[src/rtl/ram_arb_pkg.sv]
// Shared types and constants for the two-port scratch-RAM arbiter.
package ram_arb_pkg;

  localparam int unsigned AW_DEF     = 4;
  localparam int unsigned DW_DEF     = 8;
  localparam int unsigned PRIO_RR    = 0;
  localparam int unsigned PRIO_FIXED = 1;

  typedef enum logic [1:0] {
    ST_IDLE,
    ST_ACCESS,
    ST_ACK
  } arb_state_e;

endpackage

[src/rtl/ram_arbiter_rr_pick2.sv]
// Combinational two-way picker: round-robin or fixed port-0 priority.
module rr_pick2 (
  input  logic [1:0] req_i,
  input  logic       rr_last_i,
  input  logic       prio_mode_i,
  output logic       gnt_id_o,
  output logic       gnt_valid_o
);

  always_comb begin
    gnt_valid_o = |req_i;
    gnt_id_o    = 1'b0;
    case (req_i)
      2'b10:   gnt_id_o = 1'b1;
      // Tie: fixed mode favours port 0, round-robin favours the port not served last.
      2'b11:   gnt_id_o = prio_mode_i ? 1'b0 : ~rr_last_i;
      default: gnt_id_o = 1'b0;
    endcase
  end

endmodule

[src/rtl/ram_arbiter.sv]
// Arbiter/sequencer sharing one 16x8 RAM port between a CPU port and a loader port.
module ram_arbiter
  import ram_arb_pkg::*;
#(
  parameter int unsigned AW        = AW_DEF,
  parameter int unsigned DW        = DW_DEF,
  parameter int unsigned PRIO_MODE = PRIO_RR
) (
  input  logic          clk,
  input  logic          reset,
  input  logic          req0,
  input  logic          we0,
  input  logic [AW-1:0] addr0,
  input  logic [DW-1:0] wdata0,
  output logic          ack0,
  input  logic          req1,
  input  logic          we1,
  input  logic [AW-1:0] addr1,
  input  logic [DW-1:0] wdata1,
  output logic          ack1,
  output logic [DW-1:0] rdata,
  output logic          busy,
  output logic [AW-1:0] ram_addr,
  output logic [DW-1:0] ram_din,
  input  logic [DW-1:0] ram_dout,
  output logic          ram_we,
  output logic          ram_cs
);

  arb_state_e    state_q, state_d;
  logic          gnt_q, gnt_d;
  logic          rr_last_q, rr_last_d;
  logic [AW-1:0] addr_q, addr_d;
  logic [DW-1:0] din_q, din_d;
  logic [DW-1:0] rdata_q, rdata_d;
  logic          cs_q, cs_d;
  logic          wen_q, wen_d;
  logic          ack0_q, ack0_d;
  logic          ack1_q, ack1_d;
  logic          pick_id, pick_valid;

  rr_pick2 u_pick (
    .req_i       ({req1, req0}),
    .rr_last_i   (rr_last_q),
    .prio_mode_i (PRIO_MODE == PRIO_FIXED),
    .gnt_id_o    (pick_id),
    .gnt_valid_o (pick_valid)
  );

  // The ram_* registers double as the latched request copy, so CS/WE are glitch-free flops.
  always_comb begin
    state_d   = state_q;
    gnt_d     = gnt_q;
    rr_last_d = rr_last_q;
    addr_d    = addr_q;
    din_d     = din_q;
    rdata_d   = rdata_q;
    cs_d      = 1'b0;
    wen_d     = 1'b0;
    ack0_d    = 1'b0;
    ack1_d    = 1'b0;
    case (state_q)
      ST_IDLE: begin
        if (pick_valid) begin
          state_d = ST_ACCESS;
          gnt_d   = pick_id;
          addr_d  = pick_id ? addr1  : addr0;
          din_d   = pick_id ? wdata1 : wdata0;
          wen_d   = pick_id ? we1    : we0;
          cs_d    = 1'b1;
        end
      end
      ST_ACCESS: begin
        state_d = ST_ACK;
        if (!wen_q) rdata_d = ram_dout;
        ack0_d  = ~gnt_q;
        ack1_d  = gnt_q;
      end
      ST_ACK: begin
        state_d   = ST_IDLE;
        rr_last_d = gnt_q;
      end
      default: state_d = ST_IDLE;
    endcase
  end

  always_ff @(posedge clk) begin
    if (reset) begin
      state_q   <= ST_IDLE;
      gnt_q     <= 1'b0;
      rr_last_q <= 1'b1;
      addr_q    <= '0;
      din_q     <= '0;
      rdata_q   <= '0;
      cs_q      <= 1'b0;
      wen_q     <= 1'b0;
      ack0_q    <= 1'b0;
      ack1_q    <= 1'b0;
    end else begin
      state_q   <= state_d;
      gnt_q     <= gnt_d;
      rr_last_q <= rr_last_d;
      addr_q    <= addr_d;
      din_q     <= din_d;
      rdata_q   <= rdata_d;
      cs_q      <= cs_d;
      wen_q     <= wen_d;
      ack0_q    <= ack0_d;
      ack1_q    <= ack1_d;
    end
  end

  assign ack0     = ack0_q;
  assign ack1     = ack1_q;
  assign rdata    = rdata_q;
  assign busy     = (state_q != ST_IDLE);
  assign ram_addr = addr_q;
  assign ram_din  = din_q;
  assign ram_we   = wen_q;
  assign ram_cs   = cs_q;

endmodule

[config.mk]
export PLATFORM = sky130hd
export DESIGN_NAME = ram_arbiter
export DESIGN_NICKNAME = d
export VERILOG_FILES = /design/src/rtl/ram_arb_pkg.sv /design/src/rtl/ram_arbiter_rr_pick2.sv /design/src/rtl/ram_arbiter.sv
export SDC_FILE = /design/constraint.sdc
export NUM_CORES = 1
export LEC_CHECK = 0
export ABC_AREA = 1
export ABC_CLOCK_PERIOD_IN_PS = 1050
export CAP_MARGIN = 20
export CORE_MARGIN = 8
export CORE_UTILIZATION = 37
export DETAILED_ROUTE_END_ITERATION = 12
export PLACE_DENSITY = 0.76
export SETUP_SLACK_MARGIN = 0.4
export SKIP_CTS_REPAIR_TIMING = 1
export SYNTH_ARGS = -nofsm -noshare
export SYNTH_HDL_FRONTEND = slang
export SYNTH_SLANG_ARGS = --single-unit
[constraint.sdc]
create_clock -name clk -period 1.05 [get_ports clk]
set_clock_uncertainty 0.05 [all_clocks]
set_input_delay 0.105 -clock clk [delete_from_list [all_inputs] [get_ports clk]]
set_output_delay 0.105 -clock clk [all_outputs]
set_load 0.02 [all_outputs]
# == After elaboration in Yosys (flattened, before gate mapping) ==
# Index checks and enable logic that the tools add are counted.
# totals
register_bits,28
inputBits,38
out_inout_bits,25
word_cells,36
# op_classes
eq_ne,5
n_mux,7
n_bitwise,6
n_reduce_logical,8
# ops
cell,count
$mux 8,1
$eq 2x2->1 const B,3
$not 1->1,6
$reduce_or 2->1,3
$mux 4,1
$pmux 2 s2,1
$reduce_and 2->1,2
$reduce_or 3->1,1
$eq 2x1->1 const B,1
$logic_not 2->1,1
$mux 1,2
$mux 2,1
$ne 2x2->1 const B,1
$pmux 1 s2,1
$reduce_bool 2->1,1

# == Longest topological paths before layout ==
# depth
word_depth,3
depth_mapped,7
depth_no_buf,6

# == By module ==
# Synthesis repeated with hierarchy kept, for this count alone.
# hier_totals
hier_cells,208
hier_area_um2,1310.0
# by_module_without_submodules
module,n_inst,cells_per_inst,area_each_um2,seq_area_each_um2
ram_arbiter,1,200,1277.5,560.5
rr_pick2,1,8,32.5,0.0

# == Least setup slack after synthesis ==
# No wires, ideal clock.
# synth_timing
path_kind,flip-flop to flip-flop
from,register state_q[1]
to,register din_q[0] (netlist: ram_din[0])
setup_ps,112
arrival_time_ps,958
t_required_ps,888
setup_slack_ps,-69
stages_incl_launch_ff,8
n_path_buf,1
synth_period_minus_slack_ps,1119
path_cell_list,dfxtp_1 > inv_1 > nand2_2 > nor2_4 > buf_6 > nand2_1 > nor2_1 > nor2_1
# synth_via
elab_chain_len,2
# synth_rtl
element,line,text
"start, declared",ram_arbiter.sv:30,"arb_state_e state_q, state_d;"
"start signal, assigned",ram_arbiter.sv:100,state_q <= state_d;
$logic_not 2->1,ram_arbiter.sv:62,case (state_q)
$reduce_and 2->1 (no source line),n/a,
"end signal, assigned",ram_arbiter.sv:104,din_q <= din_d;
"end, declared",ram_arbiter.sv:34,"logic [DW-1:0] din_q, din_d;"
# No other way between the ends.
# A chain may end at the register's enable or synchronous reset.

# == Final worst setup path ==
# layout_timing
from,register state_q[1]
to,register addr_q[3] (netlist: ram_addr[3])
# layout_via
elab_chain_len,2
# layout_rtl
element,line,text
$logic_not 2->1,ram_arbiter.sv:62,
$reduce_and 2->1 (no source line),n/a,
"end signal, assigned",ram_arbiter.sv:103,addr_q <= addr_d;
"end, declared",ram_arbiter.sv:33,"logic [AW-1:0] addr_q, addr_d;"
# No other way between the ends.

==> impl_metrics.json <==
{
  "run_status": "finished, violations left",
  "failed_checks": "setup timing",
  "pre_cts_ws_ns": -0.313,
  "areaGrowthSynthToFinish_pct": 77.0,
  "grt_start_max_net_pins": 25,
  "timing.final.crit_period_ns": 1.19,
  "number_of_enable_type_register_cells_in_the_synthesized_netlist": 0,
  "hold_path_class": "primary input to flip-flop",
  "vias": 1450,
  "min_delay_path_depth": 3,
  "synthesis.instances": 204,
  "yosys_warnings": 0,
  "placement.io_buffers": 62,
  "number_of_h_tree_branching_levels": 1,
  "grt_pass1_wl_um": 6000,
  "cts_tree": "built",
  "place.gp.congestion": 0.805,
  "synth.cell_area_um2": 1360,
  "end_kind": "flip-flop",
  "finalNetCount": 320,
  "syn-mean-instance-area_um2": 6.67,
  "synthFlopType": "sky130_fd_sc_hd__dfxtp_1",
  "final_area_um2": 2410,
  "worst-endpoint-arrival_ns": 1.32,
  "path_delay_family": "simple AND/OR/NAND/NOR gates",
  "synth-seq-cells": 28,
  "clock-root-buffer": "sky130_fd_sc_hd__clkbuf_8",
  "clk_pin_slew_ns": 0.10,
  "reg2reg_depth": 8,
  "r2r_end": "ram_addr[3]",
  "finalCritPeriodShare": 1.13,
  "placed_area_um2": 2130,
  "timing.rr.start": "state_q[1]",
  "worst_case_register_to_register_setup_slack_ns": -0.14,
  "synth.cells.most_frequent": "57 x sky130_fd_sc_hd__nand2_1, 45 x sky130_fd_sc_hd__nor2_1, 28 x sky130_fd_sc_hd__dfxtp_1, 27 x sky130_fd_sc_hd__inv_1, 15 x sky130_fd_sc_hd__nand3_1",
  "critical_path.cell_chain": "inv_4 > nand2_4 > buf_6 > nor2_4 > buf_8 > nand2_4 > nor2_4 > nor2_1",
  "post-route-drc-count": 0,
  "synthDominantAreaCellType": "sky130_fd_sc_hd__dfxtp_1",
  "first_iter_violations": 35,
  "synthDistinctLibCells": 19,
  "synthesized_netlist_net_count": 242,
  "yosysTopAreaCellShare": 0.412,
  "ant_nets": 0,
  "timing.critical_path.from": "state_q[1]",
  "maxSlewHeadroom": 0.840,
  "ys_top_cells_by_area": "sky130_fd_sc_hd__dfxtp_1 41%, sky130_fd_sc_hd__nand2_1 16%, sky130_fd_sc_hd__nor2_1 12%, sky130_fd_sc_hd__inv_1 7.4%, sky130_fd_sc_hd__nand3_1 5.5%",
  "critical_path_max_stage_delay_ns": 0.35,
  "synthMostInstantiatedCell": "sky130_fd_sc_hd__nand2_1",
  "synth.yosys.seq_area_share": 0.412,
  "worst_setup_path_start_kind": "flip-flop",
  "worstPathBufferInverterCount": 3,
  "crit_fanout": 7,
  "core_um2": 3610,
  "end_point_of_the_critical_path": "ram_addr[3]",
  "maximum_achievable_frequency_mhz": 840,
  "placed_cells": 320,
  "wl_um": 3950,
  "finalHoldViolations": 0,
  "powerDensity_nw_per_um2": 1330,
  "static-leakage-power_uw": 0.00117,
  "die-area_um2": 5880,
  "timing.final.max_slew_violations": 0,
  "via_per_inst": 4.41,
  "half_perimeter_wire_length_after_detailed_placement_um": 2830,
  "first_global_vias": 1415,
  "worstPathRequired_ns": 1.18,
  "detailedRoute.firstPassIterationCount": 4,
  "critical_path_cell_count": 8,
  "worst_slew_pin_slew_ns": 0.240,
  "overflow": 0,
  "grt_use_total": 0.121,
  "diodes": 0,
  "std_cell_rows": 22,
  "cts-buffers-inserted": 3,
  "die_w_um": 76.7,
  "initial_core_utilization": 0.378,
  "finalWorstSetupSlack_ns": -0.140,
  "worst_vdd_ir_mv": 0.545,
  "max_cap_viol_count": 0,
  "wl_per_cell_um": 12.0,
  "floorplan.io_pins": 63,
  "cts_num_sinks": 28,
  "final_cell_count_no_fill": 329,
  "fraction_of_synthesis_flops_using_an_asynchronous_set_or_reset_pin": 0,
  "die-height_um": 76.7,
  "antenna_found_initial": 0,
  "worst-setup-path-type": "flip-flop to flip-flop",
  "clkLatencyLatePin_ns": 0.27,
  "critical-path-slowest-cell": "sky130_fd_sc_hd__dfxtp_2",
  "grt_setup_unrepaired": "true",
  "post_route_cells_drive_above_1_share": 0.377,
  "setup_viol": 17,
  "cts.path.max_buffers": 2
}
## report_power, final
group	total, uW	switching [uW]	internal [uW]	leakage [uW]
logic	1100	531	568	0.000891
clock network	852	341	510	0.0000357
registers	1250	68.2	1180	0.000240
## worst min-delay path by stage
stage / start / to / slack, ns
after floorplan: ram_dout[0] / rdata[0] / 0.19
after global placement: gnt_q / ack0 / 0.38
after detailed placement: gnt_q / ack0 / 0.38
after CTS: we1 / ram_we / 0.34
after global routing: we1 / ram_we / 0.35
final: we1 / ram_we / 0.34
## kinds of logic after synthesis
kind of cell / share of synthesized area
AOI/OAI and AO/OA: 0.0827
buffers and inverters: 0.134
DFF: 0.412
and+or+nand+nor: 0.371
## registers in the layout (all words and copies together) (netlist names), 2 cells and up
name,flops
rdata,8
state_q,2
ram_din,8
ram_addr,4
## layout make-up
cell class	count	area, um^2
Fill cell	311	1200
Sequential cell	28	591
Tap cell	48	60.1
Multi-Input combinational cell	139	737
Inverter	28	108
Clock inverter	1	30.0
Timing Repair Buffer	82	843
Clock buffer	3	41.3
## routing by layer
metal | vias up | track usage | share of wire
met2 | 38 | 0.232 | 0.54
met4 | 0 | 0.0538 | 0.0076
met1 | 645 | 0.118 | 0.41
met5 | - | 0 | 0
met3 | 2 | 0.0326 | 0.048
li1 | 765 | - | -
## cells in the final DEF (no fill, tap or decap), types with 2 or more instances in the layout
master                            Yosys  routed
sky130_fd_sc_hd__a21boi_0             4       3
sky130_fd_sc_hd__a21boi_1             8       9
sky130_fd_sc_hd__buf_12               0       2
sky130_fd_sc_hd__buf_4                4      15
sky130_fd_sc_hd__buf_6                3      26
sky130_fd_sc_hd__clkbuf_8             0       3
sky130_fd_sc_hd__clkdlybuf4s50_1      0      37
sky130_fd_sc_hd__dfxtp_1             28       4
sky130_fd_sc_hd__dfxtp_2              0      24
sky130_fd_sc_hd__inv_1               27      25
sky130_fd_sc_hd__inv_2                1       2
sky130_fd_sc_hd__nand2_1             57      48
sky130_fd_sc_hd__nand2_2              3       8
sky130_fd_sc_hd__nand2_4              0       4
sky130_fd_sc_hd__nand3_1             15      15
sky130_fd_sc_hd__nand3b_4             0       2
sky130_fd_sc_hd__nor2_1              45      32
sky130_fd_sc_hd__nor2_2               1      11
sky130_fd_sc_hd__nor2_4               1       4
## worst register-to-register path, delay by kind of cell, from the launching register on
family        cells  cell delay (ns)
simple gates      5             0.37
flops             1             0.35
buf+inv           3             0.33
## per-stage QoR
step / hold slack (ns) / util / total power (uW) / setup TNS [ns]
after floorplan: 0.190 / - / 1750 / -0.106
after global placement: 0.382 / 0.591 / 2190 / -6.36
after detailed placement: 0.377 / 0.591 / 2200 / -7.03
after CTS: 0.344 / 0.610 / 3060 / -10.26
after global routing: 0.346 / 0.668 / 3370 / -2.80
final: 0.343 / 0.668 / 3200 / -1.50
Power figures use the tool's default switching activity.
